--- src/rtl/ex_mem_loader_pkg.sv ---
// Shared types and default sizing for the memory loader block.
// The FSM walks IDLE -> ARMED -> WRITE... -> DONE once per load session.
package ex_mem_loader_pkg;

  localparam int DEF_DATA_W = 32;
  localparam int DEF_ADDR_W = 9;
  localparam int DEF_LANES  = 2;
  localparam int DEF_DEPTH  = 512;

  typedef enum logic [1:0] {
    IDLE  = 2'd0,
    ARMED = 2'd1,
    WRITE = 2'd2,
    DONE  = 2'd3
  } state_e;

  typedef enum logic {
    TGT_IMEM = 1'b0,
    TGT_DMEM = 1'b1
  } target_e;

  // Width of a lane index; a single-lane build still needs a 1-bit counter.
  function automatic int idx_w(input int lanes);
    return (lanes > 1) ? $clog2(lanes) : 1;
  endfunction

endpackage

--- src/rtl/ex_mem_loader_if.sv ---
// Beat input channel of the loader: the source (master) offers beats, the loader (slave) takes them.
interface ex_mem_loader_if
  import ex_mem_loader_pkg::*;
#(
  parameter int DATA_W = DEF_DATA_W,
  parameter int ADDR_W = DEF_ADDR_W,
  parameter int LANES  = DEF_LANES
);
  // A beat transfers on a clk edge where in_valid and in_ready are both high; the source
  // holds its fields stable while in_valid waits, and in_ready may depend on state only.
  logic                    in_valid;
  logic                    in_ready;
  logic                    in_target;
  logic                    in_auto_inc;
  logic [ADDR_W-1:0]       in_addr;
  logic [LANES*DATA_W-1:0] in_data;

  modport master (
    output in_valid, in_target, in_auto_inc, in_addr, in_data,
    input  in_ready
  );

  modport slave (
    input  in_valid, in_target, in_auto_inc, in_addr, in_data,
    output in_ready
  );
endinterface

--- src/rtl/ex_mem_loader_lane_serializer.sv ---
// Holds one accepted beat and presents its lanes one per cycle, lowest lane first.
module lane_serializer
  import ex_mem_loader_pkg::*;
#(
  parameter int DATA_W = DEF_DATA_W,
  parameter int LANES  = DEF_LANES,
  localparam int IDX_W = idx_w(LANES)
) (
  input  logic                    clk,
  input  logic                    reset,
  input  logic                    load,
  input  logic                    step,
  input  logic [LANES*DATA_W-1:0] in_data,
  output logic [DATA_W-1:0]       lane_data,
  output logic [IDX_W-1:0]        lane_idx,
  output logic                    last
);
  localparam logic [IDX_W-1:0] LAST_IDX = IDX_W'(LANES - 1);

  logic [LANES*DATA_W-1:0] shreg_q, shreg_d;
  logic [IDX_W-1:0]        idx_q, idx_d;

  always_comb begin
    shreg_d = shreg_q;
    idx_d   = idx_q;
    if (load) begin
      shreg_d = in_data;
      idx_d   = '0;
    end else if (step) begin
      shreg_d = shreg_q >> DATA_W;
      idx_d   = idx_q + IDX_W'(1);
    end
  end

  always_ff @(posedge clk or posedge reset) begin
    if (reset) begin
      shreg_q <= '0;
      idx_q   <= '0;
    end else begin
      shreg_q <= shreg_d;
      idx_q   <= idx_d;
    end
  end

  assign lane_data = shreg_q[DATA_W-1:0];
  assign lane_idx  = idx_q;
  assign last      = (idx_q == LAST_IDX);
endmodule

--- src/rtl/ex_mem_loader.sv ---
// Boot/debug loader: holds the core while multi-lane beats are unpacked into single-word
// writes to the instruction or data memory, one strobe per cycle.
module ex_mem_loader
  import ex_mem_loader_pkg::*;
#(
  parameter int DATA_W = DEF_DATA_W,
  parameter int ADDR_W = DEF_ADDR_W,
  parameter int LANES  = DEF_LANES,
  parameter int DEPTH  = DEF_DEPTH
) (
  input  logic               clk,
  input  logic               reset,
  input  logic               load_en,
  ex_mem_loader_if.slave     beat,
  output logic               imem_we,
  output logic               dmem_we,
  output logic [ADDR_W-1:0]  mem_addr,
  output logic [DATA_W-1:0]  mem_wdata,
  output logic               core_hold,
  output logic               busy,
  output logic               done,
  output logic [ADDR_W:0]    word_count,
  output logic               err_overflow,
  output state_e             state_dbg
);
  localparam int PW    = ADDR_W + 1;
  localparam int LW    = ADDR_W + 2;
  localparam int IDX_W = idx_w(LANES);

  state_e            state_q, state_d;
  target_e           tgt_q, tgt_d;
  logic [PW-1:0]     ptr_q, ptr_d, base_q, base_d;
  logic [ADDR_W:0]   cnt_q, cnt_d;
  logic              ovf_q, ovf_d;
  logic              load_en_q;

  logic              accept, lane_last, in_range, strobe;
  logic [IDX_W-1:0]  lane_idx;
  logic [DATA_W-1:0] lane_data;
  logic [LW-1:0]     lane_addr;

  assign beat.in_ready = load_en &&
                         ((state_q == ARMED) || ((state_q == WRITE) && lane_last));
  assign accept    = beat.in_valid && beat.in_ready;
  assign lane_addr = LW'(base_q) + LW'(lane_idx);
  assign in_range  = (lane_addr < LW'(DEPTH));
  assign strobe    = (state_q == WRITE) && in_range;

  lane_serializer #(.DATA_W(DATA_W), .LANES(LANES)) u_lane_serializer (
    .clk       (clk),
    .reset     (reset),
    .load      (accept),
    .step      ((state_q == WRITE) && !lane_last),
    .in_data   (beat.in_data),
    .lane_data (lane_data),
    .lane_idx  (lane_idx),
    .last      (lane_last)
  );

  always_comb begin
    state_d = state_q;
    tgt_d   = tgt_q;
    ptr_d   = ptr_q;
    base_d  = base_q;
    cnt_d   = cnt_q;
    ovf_d   = ovf_q;

    if (state_q == WRITE) begin
      if (in_range) cnt_d = cnt_q + (ADDR_W+1)'(1);
      else          ovf_d = 1'b1;
    end

    if (accept) begin
      tgt_d  = target_e'(beat.in_target);
      base_d = beat.in_auto_inc ? ptr_q : PW'(beat.in_addr);
      // Once past DEPTH the pointer parks there, so later lanes flag overflow instead of wrapping.
      if (beat.in_auto_inc && (ptr_q < PW'(DEPTH))) ptr_d = ptr_q + PW'(LANES);
    end

    unique case (state_q)
      IDLE: begin
        if (load_en && !load_en_q) begin
          state_d = ARMED;
          ptr_d   = '0;
          cnt_d   = '0;
          ovf_d   = 1'b0;
        end
      end
      ARMED: begin
        if (!load_en)    state_d = DONE;
        else if (accept) state_d = WRITE;
      end
      WRITE: begin
        if (lane_last) begin
          if (accept)        state_d = WRITE;
          else if (!load_en) state_d = DONE;
          else               state_d = ARMED;
        end
      end
      DONE:    state_d = IDLE;
      default: state_d = IDLE;
    endcase
  end

  // load_en_q resets high so a level already high at release is not taken as a rising edge.
  always_ff @(posedge clk or posedge reset) begin
    if (reset) begin
      state_q   <= IDLE;
      tgt_q     <= TGT_IMEM;
      ptr_q     <= '0;
      base_q    <= '0;
      cnt_q     <= '0;
      ovf_q     <= 1'b0;
      load_en_q <= 1'b1;
    end else begin
      state_q   <= state_d;
      tgt_q     <= tgt_d;
      ptr_q     <= ptr_d;
      base_q    <= base_d;
      cnt_q     <= cnt_d;
      ovf_q     <= ovf_d;
      load_en_q <= load_en;
    end
  end

  assign imem_we      = strobe && (tgt_q == TGT_IMEM);
  assign dmem_we      = strobe && (tgt_q == TGT_DMEM);
  assign mem_addr     = (state_q == WRITE) ? lane_addr[ADDR_W-1:0] : '0;
  assign mem_wdata    = (state_q == WRITE) ? lane_data : '0;
  assign core_hold    = (state_q != IDLE);
  assign busy         = (state_q != IDLE);
  assign done         = (state_q == DONE);
  assign word_count   = cnt_q;
  assign err_overflow = ovf_q;
  assign state_dbg    = state_q;
endmodule

--- src/flat_wrapper.sv ---
// flat-port wrapper written by rule: the top's interface ports become plain ports
module ex_mem_loader_flat import ex_mem_loader_pkg::*;
#(
  parameter int DATA_W = DEF_DATA_W,
  parameter int ADDR_W = DEF_ADDR_W,
  parameter int LANES  = DEF_LANES,
  parameter int DEPTH  = DEF_DEPTH
)
  (clk, reset, load_en, imem_we, dmem_we, mem_addr, mem_wdata, core_hold, busy, done, word_count, err_overflow, state_dbg, beat_in_valid, beat_in_target, beat_in_auto_inc, beat_in_addr, beat_in_data, beat_in_ready);
  ex_mem_loader_if #(.DATA_W(DATA_W), .ADDR_W(ADDR_W), .LANES(LANES)) beat_i ();
  input  logic clk;
  input  logic reset;
  input  logic load_en;
  output logic imem_we;
  output logic dmem_we;
  output logic [ADDR_W-1:0] mem_addr;
  output logic [DATA_W-1:0] mem_wdata;
  output logic core_hold;
  output logic busy;
  output logic done;
  output logic [ADDR_W:0] word_count;
  output logic err_overflow;
  output state_e state_dbg;
  input wire logic [$bits(beat_i.in_valid)-1:0] beat_in_valid;
  input wire logic [$bits(beat_i.in_target)-1:0] beat_in_target;
  input wire logic [$bits(beat_i.in_auto_inc)-1:0] beat_in_auto_inc;
  input wire logic [$bits(beat_i.in_addr)-1:0] beat_in_addr;
  input wire logic [$bits(beat_i.in_data)-1:0] beat_in_data;
  output wire logic [$bits(beat_i.in_ready)-1:0] beat_in_ready;
  assign beat_i.in_valid = beat_in_valid;
  assign beat_i.in_target = beat_in_target;
  assign beat_i.in_auto_inc = beat_in_auto_inc;
  assign beat_i.in_addr = beat_in_addr;
  assign beat_i.in_data = beat_in_data;
  assign beat_in_ready = beat_i.in_ready;
  ex_mem_loader #(.DATA_W(DATA_W), .ADDR_W(ADDR_W), .LANES(LANES), .DEPTH(DEPTH)) u_core (.clk(clk), .reset(reset), .load_en(load_en), .beat(beat_i), .imem_we(imem_we), .dmem_we(dmem_we), .mem_addr(mem_addr), .mem_wdata(mem_wdata), .core_hold(core_hold), .busy(busy), .done(done), .word_count(word_count), .err_overflow(err_overflow), .state_dbg(state_dbg));
endmodule
--- config.mk ---
export PLATFORM = sky130hd
export DESIGN_NAME = ex_mem_loader_flat
export DESIGN_NICKNAME = d
export VERILOG_FILES = /design/src/rtl/ex_mem_loader_pkg.sv /design/src/rtl/ex_mem_loader_if.sv /design/src/rtl/ex_mem_loader_lane_serializer.sv /design/src/rtl/ex_mem_loader.sv /design/src/flat_wrapper.sv
export SDC_FILE = /design/constraint.sdc
export NUM_CORES = 1
export LEC_CHECK = 0
export ABC_AREA = 0
export CAP_MARGIN = 15
export CORE_ASPECT_RATIO = 0.7
export CORE_MARGIN = 1
export CORE_UTILIZATION = 25
export DETAILED_ROUTE_END_ITERATION = 6
export GPL_TIMING_DRIVEN = 0
export PLACE_DENSITY_LB_ADDON = 0.3
export SYNTH_ARGS = -nofsm -noshare
export SYNTH_HDL_FRONTEND = slang
export SYNTH_SLANG_ARGS = --single-unit
--- constraint.sdc ---
create_clock -name clk -period 4.2 [get_ports clk]
set_clock_uncertainty 0.1 [all_clocks]
set_input_delay 0.84 -clock clk [delete_from_list [all_inputs] [get_ports clk]]
set_output_delay 0.84 -clock clk [all_outputs]
set_load 0.005 [all_outputs]
* After elaboration in Yosys (flattened, before gate mapping)
Index checks and enable logic that the tools add are counted.
Cells by class: bitwise logic cells 1, eq/ne operators 6, muxes and demuxes 26, $add $sub $neg 4, reductions and logical operators 16, magnitude comparators 2
Operator list (number):
- 64-bit two-way mux | 2
- 10-bit two-way mux | 9
- 32-bit two-way mux | 1
- 2-bit two-way mux | 6
- 10-bit by 1-bit adder with 11-bit output | 1
- 11-bit by 10-bit < comparator with 1-bit output, second input constant | 1
- 10-bit by 1-bit adder with 10-bit output, second input constant | 1
- 10-bit by 2-bit adder with 10-bit output, second input constant | 1
- 10-bit < comparator, second input constant | 1
- 1-bit logical AND | 9
- 9-bit two-way mux | 1
- 2-bit one-hot mux with 4 select lines | 1
- 1-bit two-way mux | 6
- 2-bit == test, second input constant | 2
- 2-bit nonzero test | 2
- 3-bit by 2-bit != test with 1-bit output, second input constant | 1
- 3-bit AND reduction | 1
- 2-bit by 1-bit == test with 1-bit output, second input constant | 1
- 1-bit logical NOT | 2
- 2-bit logical NOT | 1
- 2-bit by 1-bit != test with 1-bit output, second input constant | 1
- 2-bit != test, second input constant | 1
- 1-bit adder, second input constant | 1
- 1-bit logical OR | 1
- 1-bit NOT | 1
Storage, ports and cells: output and inout port bits 60, flip-flop bits (word level) 100, word-level logic and storage cells 64, input bits 79

* Depth between registers and ports, before layout
Gate-level depths: netlist of run 1.
depth in word-level cells 8, mapped depth 8, mapped depth without buffers 7

* Hierarchy
Synthesis of run 1 repeated with hierarchy kept, for this count alone.
Second synthesis, totals: cell total of the unflattened synthesis 552, area, all modules 5282.6 sq um
By module, submodules not included:
- lane_serializer | area each 3168.0 sq um, times used 1, cells an instance 314, sequential area each 1626.6 sq um
- ex_mem_loader | area each 2114.5 sq um, times used 1, cells an instance 238, sequential area each 852.1 sq um

* Least setup slack after synthesis of run 1
No wires, ideal clock.
kind register -> output, from register u_core.u_lane_serializer.idx_q, in the netlist u_core.u_lane_serializer.lane_idx, to output port dmem_we, stages on the path, launching flop included 7, buffers on the path 0, data required time 3.260 ns, setup slack 1.683 ns, arrival time 1.577 ns, cell sequence dfrtp_1 ha_1 ha_1 nand4bb_1 nor4_1 nor2_1 nor2_1
On the way: cells in the longest elaborated chain, start to end 4
Ends and longest elaborated chain:
- from (decl) | RTL line ex_mem_loader_lane_serializer.sv:21 | logic [IDX_W-1:0] idx_q, idx_d;
- from (signal assigned) | RTL line ex_mem_loader_lane_serializer.sv:41 | idx_q <= idx_d;
- 10-bit by 1-bit adder with 11-bit output | RTL line ex_mem_loader.sv:45 | assign lane_addr = LW'(base_q) + LW'(lane_idx);
- 11-bit by 10-bit < comparator with 1-bit output | RTL line ex_mem_loader.sv:46 | assign in_range = (lane_addr < LW'(DEPTH));
- 1-bit logical AND | RTL line ex_mem_loader.sv:47 | assign strobe = (state_q == WRITE) && in_range;
- 1-bit logical AND | RTL line ex_mem_loader.sv:127 | assign dmem_we = strobe && (tgt_q == TGT_DMEM);
- to (decl) | RTL line flat_wrapper.sv:15 | output logic dmem_we;
No other way between the ends.

* Worst setup path after layout of run 1
from register u_core.state_q[1], in the netlist u_core.state_dbg[1], to output port mem_wdata[25]
On the way: cells in the longest elaborated chain, start to end 2
Ends and longest elaborated chain:
- from (decl) | RTL line ex_mem_loader.sv:30 | state_e state_q, state_d;
- from (signal assigned) | RTL line ex_mem_loader.sv:116 | state_q <= state_d;
- 2-bit == test | RTL line ex_mem_loader.sv:129 | assign mem_wdata = (state_q == WRITE) ? lane_data : '0;
- 32-bit two-way mux | RTL line ex_mem_loader.sv:129
- to (decl) | RTL line flat_wrapper.sv:17 | output logic [DATA_W-1:0] mem_wdata;
No other way between the ends.

==> impl_metrics.csv, run 1 <==
group,metric,value,unit
routing,dr.pass1.iters,7,
clocking,post_cts_buffers,0,
global_routing,grt-ovfl-total,0,
yosys,ys_ff_latch,99,
yosys,syn_nets,613,
clocking,tritoncts,"yes",
yosys,syn_avg_cell_area,8.99,um^2
timing,layout_setup_ws,0.453,ns
power_and_ir_drop,p_per_area,556,mW/mm^2
worst_setup_path,path_cells,"clkbuf_2, nor2b_1, clkbuf_1, clkbuf_1, and2_1, clkdlybuf4s50_1",
global_routing,grt_pass1_wl,23800,um
global_routing,first_global_vias,4362,
global_routing,grt_max_degree,68,
yosys,synth_area,0.00477,mm^2
global_routing,met1_usage,0.227,
cells_and_area,fillCellCount,1875,
global_routing,met3_usage,0.0370,
worst_setup_path,crit_type,"flip-flop to output pin",
power_and_ir_drop,p_comb_frac,0.364,
job,max_cap_viol_count,0,
global_routing,grt.total_usage,0.156,
clocking,htreeDepth,3,
yosys,seq_area_frac_synth,0.520,
worst_setup_path,slowest_delay,0.53,ns
power_and_ir_drop,leakage,3.07,nW
clocking,numCtsBuffers,9,
clocking,ctsHoldBuffers,0,
placed_design,place_ws,0.713,ns
routing,ant_nets,0,
yosys,ys_types,49,
worst_setup_path,slowest_stage,"clkdlybuf4s50_1",
floorplanning,fp.dieH,118,um
placed_design,dp_hpwl,10700,um
worst_setup_path,path_max_fanout,10,
timing,setup_viol,0,
timing,drv_slew,0,
floorplanning,rows,41,
routing,wl_per_cell,15.6,um
timing,rsz0062_at_grt,"no",
power_and_ir_drop,intPower,2.46,mW
routing,drc,0,
floorplanning,ios,139,
hold_path,hp-class,"flip-flop to flip-flop",
routing,routed_wl,14400,um
power_and_ir_drop,power.share.switching,0.347,
global_routing,top_usage_layer,"met1",
power_and_ir_drop,clkPwrFrac,0.236,
clocking,cts_buffer_depth,2,
outcome,outcome,"completed",
clocking,cts_root_buffer,"clkbuf_16",
power_and_ir_drop,p_sw,1.31,mW
timing,hold_viol,0,
timing,finalCritPeriodShare,0.892,
yosys,netlist_instances,530,
worst_setup_path,cp.arrival,2.81,ns
timing,setup_tns,0,ns
floorplanning,die-area,0.0196,mm^2
routing,routed-via-count,4167,
worst_setup_path,cp_data_required_time,3.26,ns
timing,period_minus_slack,3.75,ns
timing,relSlewSlack,0.344,
cells_and_area,utilization,0.371,
clocking,cts_resized,0,
clocking,clk_latency,0.35,ns
floorplanning,core_region_area,0.0183,mm^2
clocking,cts.sinks,99,
power_and_ir_drop,ir_drop,189,uV
cells_and_area,num_antenna_cells,0,
placed_design,gp_congestion,0.772,
routing,vias_per_cell,4.52,
worst_setup_path,cp_common_cell,"clkbuf_1",
yosys,synth_edf_count,0,
cells_and_area,areaGrowthSynthToFinish,42.5,%
floorplanning,start_util,0.260,
placed_design,io_buffers,138,
cells_and_area,drive_gt1_frac,0.0453,
clocking,clk_pin_slew,0.07,ns
floorplanning,die_x,167,um
power_and_ir_drop,pwr-share-seq,0.400,
routing,drt_iter0_drc,199,
worst_setup_path,endpoint_kind,"output pin",
timing,tightestPinTransition,0.985,ns
yosys,synthArstFlopShare,1.00,
timing,fmax,0.267,GHz
global_routing,antenna_found_initial,0,
cells_and_area,final_nets,763,
yosys,synth_flop_cell,"dfrtp_1",
worst_setup_path,start_kind,"flip-flop",
global_routing,grtUsageMet2,0.226,
timing,hold_slack,0.365,ns
yosys,ys_warn_count,0,
## per-stage QoR
| stage | cells | total power [mW] | cell area (um^2) |
|---|---|---|---|
| 2_1_floorplan | 530 | 2.24 | 4770 |
| 3_3_place_gp | 904 | 2.89 | 6440 |
| 3_5_place_dp | 905 | 2.92 | 6470 |
| 4_1_cts | 921 | 3.84 | 6790 |
| 5_1_grt | 921 | 4.09 | 6790 |
| 6_report | 921 | 3.78 | 6790 |
## power by group through the flow
stage               Sequential, mW  Clock (mW)  Combinational, mW
floorplan                     1.46           0              0.775
global placement              1.52           0               1.37
detailed placement            1.53           0               1.39
CTS                           1.51       0.924               1.40
global route                  1.56       0.956               1.57
finish                        1.51       0.893               1.37
## area by class of cell
type / instances / area, um^2 / share of cell area
Clock buffer: 10 / 229 / 0.0337
Clock inverter: 6 / 90.1 / 0.0133
Timing Repair Buffer: 139 / 1410 / 0.207
Multi-Input combinational cell: 391 / 2120 / 0.312
Sequential cell: 99 / 2480 / 0.365
Inverter: 7 / 28.8 / 0.00424
Buffer: 33 / 140 / 0.0206
Tap cell: 236 / 295 / 0.0435
## sequential cells by signal, summed over array words and instances, names as in the netlist
signal / count
u_core.base_q: 10
u_core.err_overflow: 1
u_core.load_en_q: 1
u_core.ptr_q: 9
u_core.state_dbg: 2
u_core.tgt_q: 1
u_core.u_lane_serializer.lane_idx: 1
u_core.u_lane_serializer.shreg_q: 64
u_core.word_count: 10
## layer usage
metal	share of wire	wire [um]
met5	0	0
met4	0.012	173
met3	0.044	637
met2	0.42	6060
met1	0.52	7490
## layout by cell type, fill, tap and decap left out, types with 3 or more instances in the layout
| cell | netlist | final |
|---|---|---|
| nand2_1 | 150 | 150 |
| clkdlybuf4s50_1 | 0 | 138 |
| dfrtp_1 | 98 | 98 |
| nand3_1 | 45 | 45 |
| and2_1 | 36 | 36 |
| a22oi_1 | 32 | 32 |
| clkbuf_1 | 28 | 29 |
| nor2_1 | 29 | 29 |
| o21ai_0 | 15 | 15 |
| mux2i_1 | 10 | 10 |
| clkbuf_16 | 0 | 9 |
| a21oi_1 | 7 | 7 |
| xor2_1 | 7 | 7 |
| xnor2_1 | 7 | 7 |
| inv_1 | 7 | 6 |
| nand2b_1 | 4 | 4 |
| and3_1 | 4 | 4 |
| ha_1 | 4 | 4 |
| a31oi_1 | 3 | 3 |
| o31ai_1 | 3 | 3 |
| o211ai_1 | 3 | 3 |
## critical path, delay by kind of cell, from the launching register on
kind / cells / cell delay (ns)
and+or+nand+nor: 2 / 0.54
DFF: 1 / 0.35
buffers and inverters: 4 / 1.57
## path summary, 6_finish.rpt
kind	slack, ns	to	startpoint	cells after the start
max	0.45	mem_wdata[25]	u_core.state_dbg[1]	6
min	0.37	u_core.u_lane_serializer.shreg_q[28]	u_core.u_lane_serializer.shreg_q[28]	2
max reg2reg	1.55	u_core.u_lane_serializer.shreg_q[12]	u_core.state_dbg[1]	7
min reg2reg	0.37	u_core.u_lane_serializer.shreg_q[28]	u_core.u_lane_serializer.shreg_q[28]	2
max in group asynchronous	2.51	u_core.load_en_q	reset	3
min in group asynchronous	0.77	u_core.u_lane_serializer.shreg_q[16]	reset	2
## synth_stat cells (all sizes together) (2+ instances only)
cell / instances / area, um^2
dfrtp: 98 / 2450
ha: 4 / 50.1
mux2i: 10 / 100
a31oi: 3 / 18.8
nor4: 3 / 33.8
nor2: 30 / 115
o211ai: 3 / 22.5
or3: 2 / 12.5
or4: 2 / 15.0
o31ai: 3 / 22.5
inv: 7 / 26.3
and3: 5 / 32.5
buf: 2 / 11.3
nor2b: 2 / 12.5
and2: 36 / 225
nand3: 45 / 225
nor3: 2 / 10.0
clkbuf: 31 / 129
xor2: 7 / 61.3
a21oi: 7 / 35.0
xnor2: 7 / 61.3
nand2b: 4 / 25.0
nand4: 3 / 25.0
nand3b: 2 / 15.0
a22oi: 32 / 240
and4: 2 / 18.8
o21ai: 15 / 75.1
nand2: 150 / 563
## kinds of logic (layout without fill, tap and decap cells)
| logic type | count (synthesis) | count (layout) | synth area share |
|---|---|---|---|
| compound gates | 70 | 70 | 0.0990 |
| xor+xnor | 14 | 14 | 0.0257 |
| fa+ha+maj | 4 | 4 | 0.0105 |
| buf+inv | 40 | 195 | 0.0349 |
| flops | 99 | 99 | 0.520 |
| mux | 10 | 10 | 0.0210 |
| simple gates | 293 | 293 | 0.289 |
(Power assumes the default switching activity.)
==> inputs of run 2 (changes only) <==
==> constraint.sdc (replaced) <==
create_clock -name clk -period 3.9 [get_ports clk]
set_clock_uncertainty 0.1 [all_clocks]
set_input_delay 0.78 -clock clk [delete_from_list [all_inputs] [get_ports clk]]
set_output_delay 0.78 -clock clk [all_outputs]
set_load 0.005 [all_outputs]
==> run 2 against run 1 <==
Compared with the run above:
- count of clock-buffer cells in the layout did not move
- utilization barely moved
- final cell count unchanged
- routed wire length about the same
- first-iteration DRC count unchanged
- clock power increased by 7.6%
==> impl_metrics.csv, run 2 (synthesized netlist as in run 1, its figures left out) <==
group,metric,value,unit
outcome,outcome,"completed",
worst_setup_path,path_delay_family,"simple AND/OR/NAND/NOR gates",
cells_and_area,multi_input_comb_area,0.00212,mm^2
worst_setup_path,crit_end,"imem_we",
timing,setup_viol,0,
timing,rsz0062_at_grt,"no",
floorplanning,die-area,0.0196,mm^2
routing,vias_per_cell,4.52,
worst_setup_path,start_kind,"flip-flop",
placed_design,dp_hpwl,10700,um
clocking,cts_buffer_depth,2,
hold_path,hp-class,"flip-flop to flip-flop",
cells_and_area,seqCellArea,0.00248,mm^2
timing,fmax,0.278,GHz
clocking,cts_resized,0,
worst_setup_path,r2r_setup_slack,1.24,ns
cells_and_area,final_cell_mix,"nand2_1 (150), clkdlybuf4s50_1 (138), dfrtp_1 (98)",
cells_and_area,final_nets,763,
cells_and_area,drive_gt1_frac,0.0467,
worst_setup_path,cp.arrival,2.71,ns
worst_setup_path,startpoint,"u_core.u_lane_serializer.lane_idx",
floorplanning,core_region_area,0.0183,mm^2
timing,finalCritPeriodShare,0.921,
cells_and_area,final_common_cell,"nand2_1",
global_routing,first_global_vias,4362,
global_routing,grt_pass1_wl,23800,um
cells_and_area,final-instance-count-excl-fill,921,
global_routing,grt-ovfl-total,0,
timing,relSlewSlack,0.333,
timing,period_minus_slack,3.59,ns
routing,routed_wl,14400,um
clocking,cts.sinks,99,
routing,drc,0,
global_routing,grt_max_degree,68,
clocking,post_cts_buffers,0,
worst_setup_path,crit_type,"flip-flop to output pin",
clocking,clk_pin_slew,0.07,ns
job,max_cap_viol_count,0,
floorplanning,ios,139,
clocking,cts_root_buffer,"clkbuf_16",
clocking,htreeDepth,3,
worst_setup_path,endpoint_kind,"output pin",
cells_and_area,regMostFlops,"u_core.u_lane_serializer.shreg_q",
routing,ant_nets,0,
worst_setup_path,path_max_fanout,6,
power_and_ir_drop,pwr-share-seq,0.399,
cells_and_area,areaGrowthSynthToFinish,42.5,%
placed_design,io_buffers,138,
worst_setup_path,r2r_cells,7,
timing,hold_slack,0.365,ns
worst_setup_path,cp_data_required_time,3.02,ns
floorplanning,fp.dieH,118,um
power_and_ir_drop,clkPwrFrac,0.236,
timing,setup_tns,0,ns
timing,drv_slew,0,
worst_setup_path,path_cells,"ha_1, ha_1, nand4bb_1, nor4_1, nor2_1, nor2_1, clkdlybuf4s50_1",
worst_setup_path,r2r_start,"u_core.state_dbg[1]",
placed_design,gp_congestion,0.772,
placed_design,dp_cells,905,
power_and_ir_drop,intPower,2.66,mW
cells_and_area,num_antenna_cells,0,
worst_setup_path,slowest_stage,"clkdlybuf4s50_1",
clocking,numCtsBuffers,9,
placed_design,dpl_cell_area,0.00647,mm^2
global_routing,antenna_found_initial,0,
cells_and_area,largest_reg_flops,64,
worst_setup_path,r2r-end,"u_core.u_lane_serializer.shreg_q[12]",
power_and_ir_drop,p_per_area,599,mW/mm^2
floorplanning,die_x,167,um
worst_setup_path,slowest_delay,0.51,ns
routing,routed-via-count,4160,
floorplanning,rows,41,
routing,dr.pass1.iters,6,
power_and_ir_drop,power.share.switching,0.347,
clocking,ctsHoldBuffers,0,
clocking,tritoncts,"yes",
power_and_ir_drop,p_sw,1.41,mW
global_routing,grt.total_usage,0.156,
power_and_ir_drop,p_comb_frac,0.364,
routing,wl_per_cell,15.6,um
worst_setup_path,critical_path_depth,7,
cells_and_area,stdcell_area,0.00679,mm^2
power_and_ir_drop,ir_drop,203,uV
power_and_ir_drop,leakage,3.07,nW
cells_and_area,fillCellCount,1875,
clocking,clk_latency,0.35,ns
timing,tightestPinTransition,1.00,ns
routing,drt_iter0_drc,199,
worst_setup_path,crit_buf_inv,1,
timing,hold_viol,0,
floorplanning,start_util,0.260,
[run 2: cell counts in the layout (fill, tap and decap cells not counted)]
No cell type changed its count.
[run 2: worst min-delay path by stage]
| stage | start | to | slack [ns] | cells past startpoint |
|---|---|---|---|---|
| floorplan | u_core.u_lane_serializer.shreg_q[0] | u_core.u_lane_serializer.shreg_q[0] | 0.34 | 2 |
| global placement | u_core.u_lane_serializer.shreg_q[10] | u_core.u_lane_serializer.shreg_q[10] | 0.35 | 2 |
| detailed placement | u_core.u_lane_serializer.shreg_q[10] | u_core.u_lane_serializer.shreg_q[10] | 0.36 | 2 |
| CTS | u_core.u_lane_serializer.shreg_q[28] | u_core.u_lane_serializer.shreg_q[28] | 0.37 | 2 |
| global route | u_core.u_lane_serializer.shreg_q[30] | u_core.u_lane_serializer.shreg_q[30] | 0.39 | 2 |
| finish | u_core.u_lane_serializer.shreg_q[28] | u_core.u_lane_serializer.shreg_q[28] | 0.37 | 2 |
[run 2: through the flow]
step                      setup slack (ns)  power (mW)   util
final                                0.308        4.07  0.371
after global routing               0.00294        4.40  0.371
after CTS                           0.0787        4.13  0.371
after detailed placement             0.473        3.15  0.353
after global placement               -1.27        3.11  0.352
after floorplan                      0.431        2.41      -
[run 2: layout make-up]
cell class / count / share of cell area
timing repair buffer: 139 / 0.207
multi-input combinational: 391 / 0.312
clock buffer: 10 / 0.0337
buffer: 33 / 0.0208
inverter: 7 / 0.00424
sequential: 99 / 0.365
clock inverter: 6 / 0.0133
tap: 236 / 0.0435
[run 2: tightest hold or removal path, cell delays in order, from the launching register on]
cell,delay [ns]
dfrtp_1,0.34
nand2_1,0.05
nand2_1,0.05
[run 2: routing by layer]
| layer | global-route usage | up-vias | wire, um | share of wire |
|---|---|---|---|---|
| li1 | - | 2095 | - | - |
| met3 | 0.0370 | 10 | 640 | 0.045 |
| met5 | 0 | - | 0 | 0 |
| met1 | 0.227 | 1962 | 7480 | 0.52 |
| met2 | 0.226 | 93 | 6060 | 0.42 |
| met4 | 0.0446 | 0 | 173 | 0.012 |
[run 2: power groups by stage]
stage          sequential (mW)  clock [mW]  combinational (mW)
2_1_floorplan             1.57           0               0.835
3_3_place_gp              1.63           0                1.48
3_5_place_dp              1.64           0                1.50
4_1_cts                   1.63       0.995                1.51
5_1_grt                   1.68        1.03                1.69
6_report                  1.63       0.961                1.48
==> inputs of run 3 (changes only) <==
--- a/config.mk
+++ b/config.mk
@@ -10,6 +10,7 @@
 export CORE_ASPECT_RATIO = 0.7
 export CORE_MARGIN = 1
 export CORE_UTILIZATION = 25
+export CTS_CLUSTER_SIZE = 20
 export DETAILED_ROUTE_END_ITERATION = 6
 export GPL_TIMING_DRIVEN = 0
 export PLACE_DENSITY_LB_ADDON = 0.3
==> results of run 3 <==
Same layout as run 2: the final DEF is identical, and so are final timing and power.
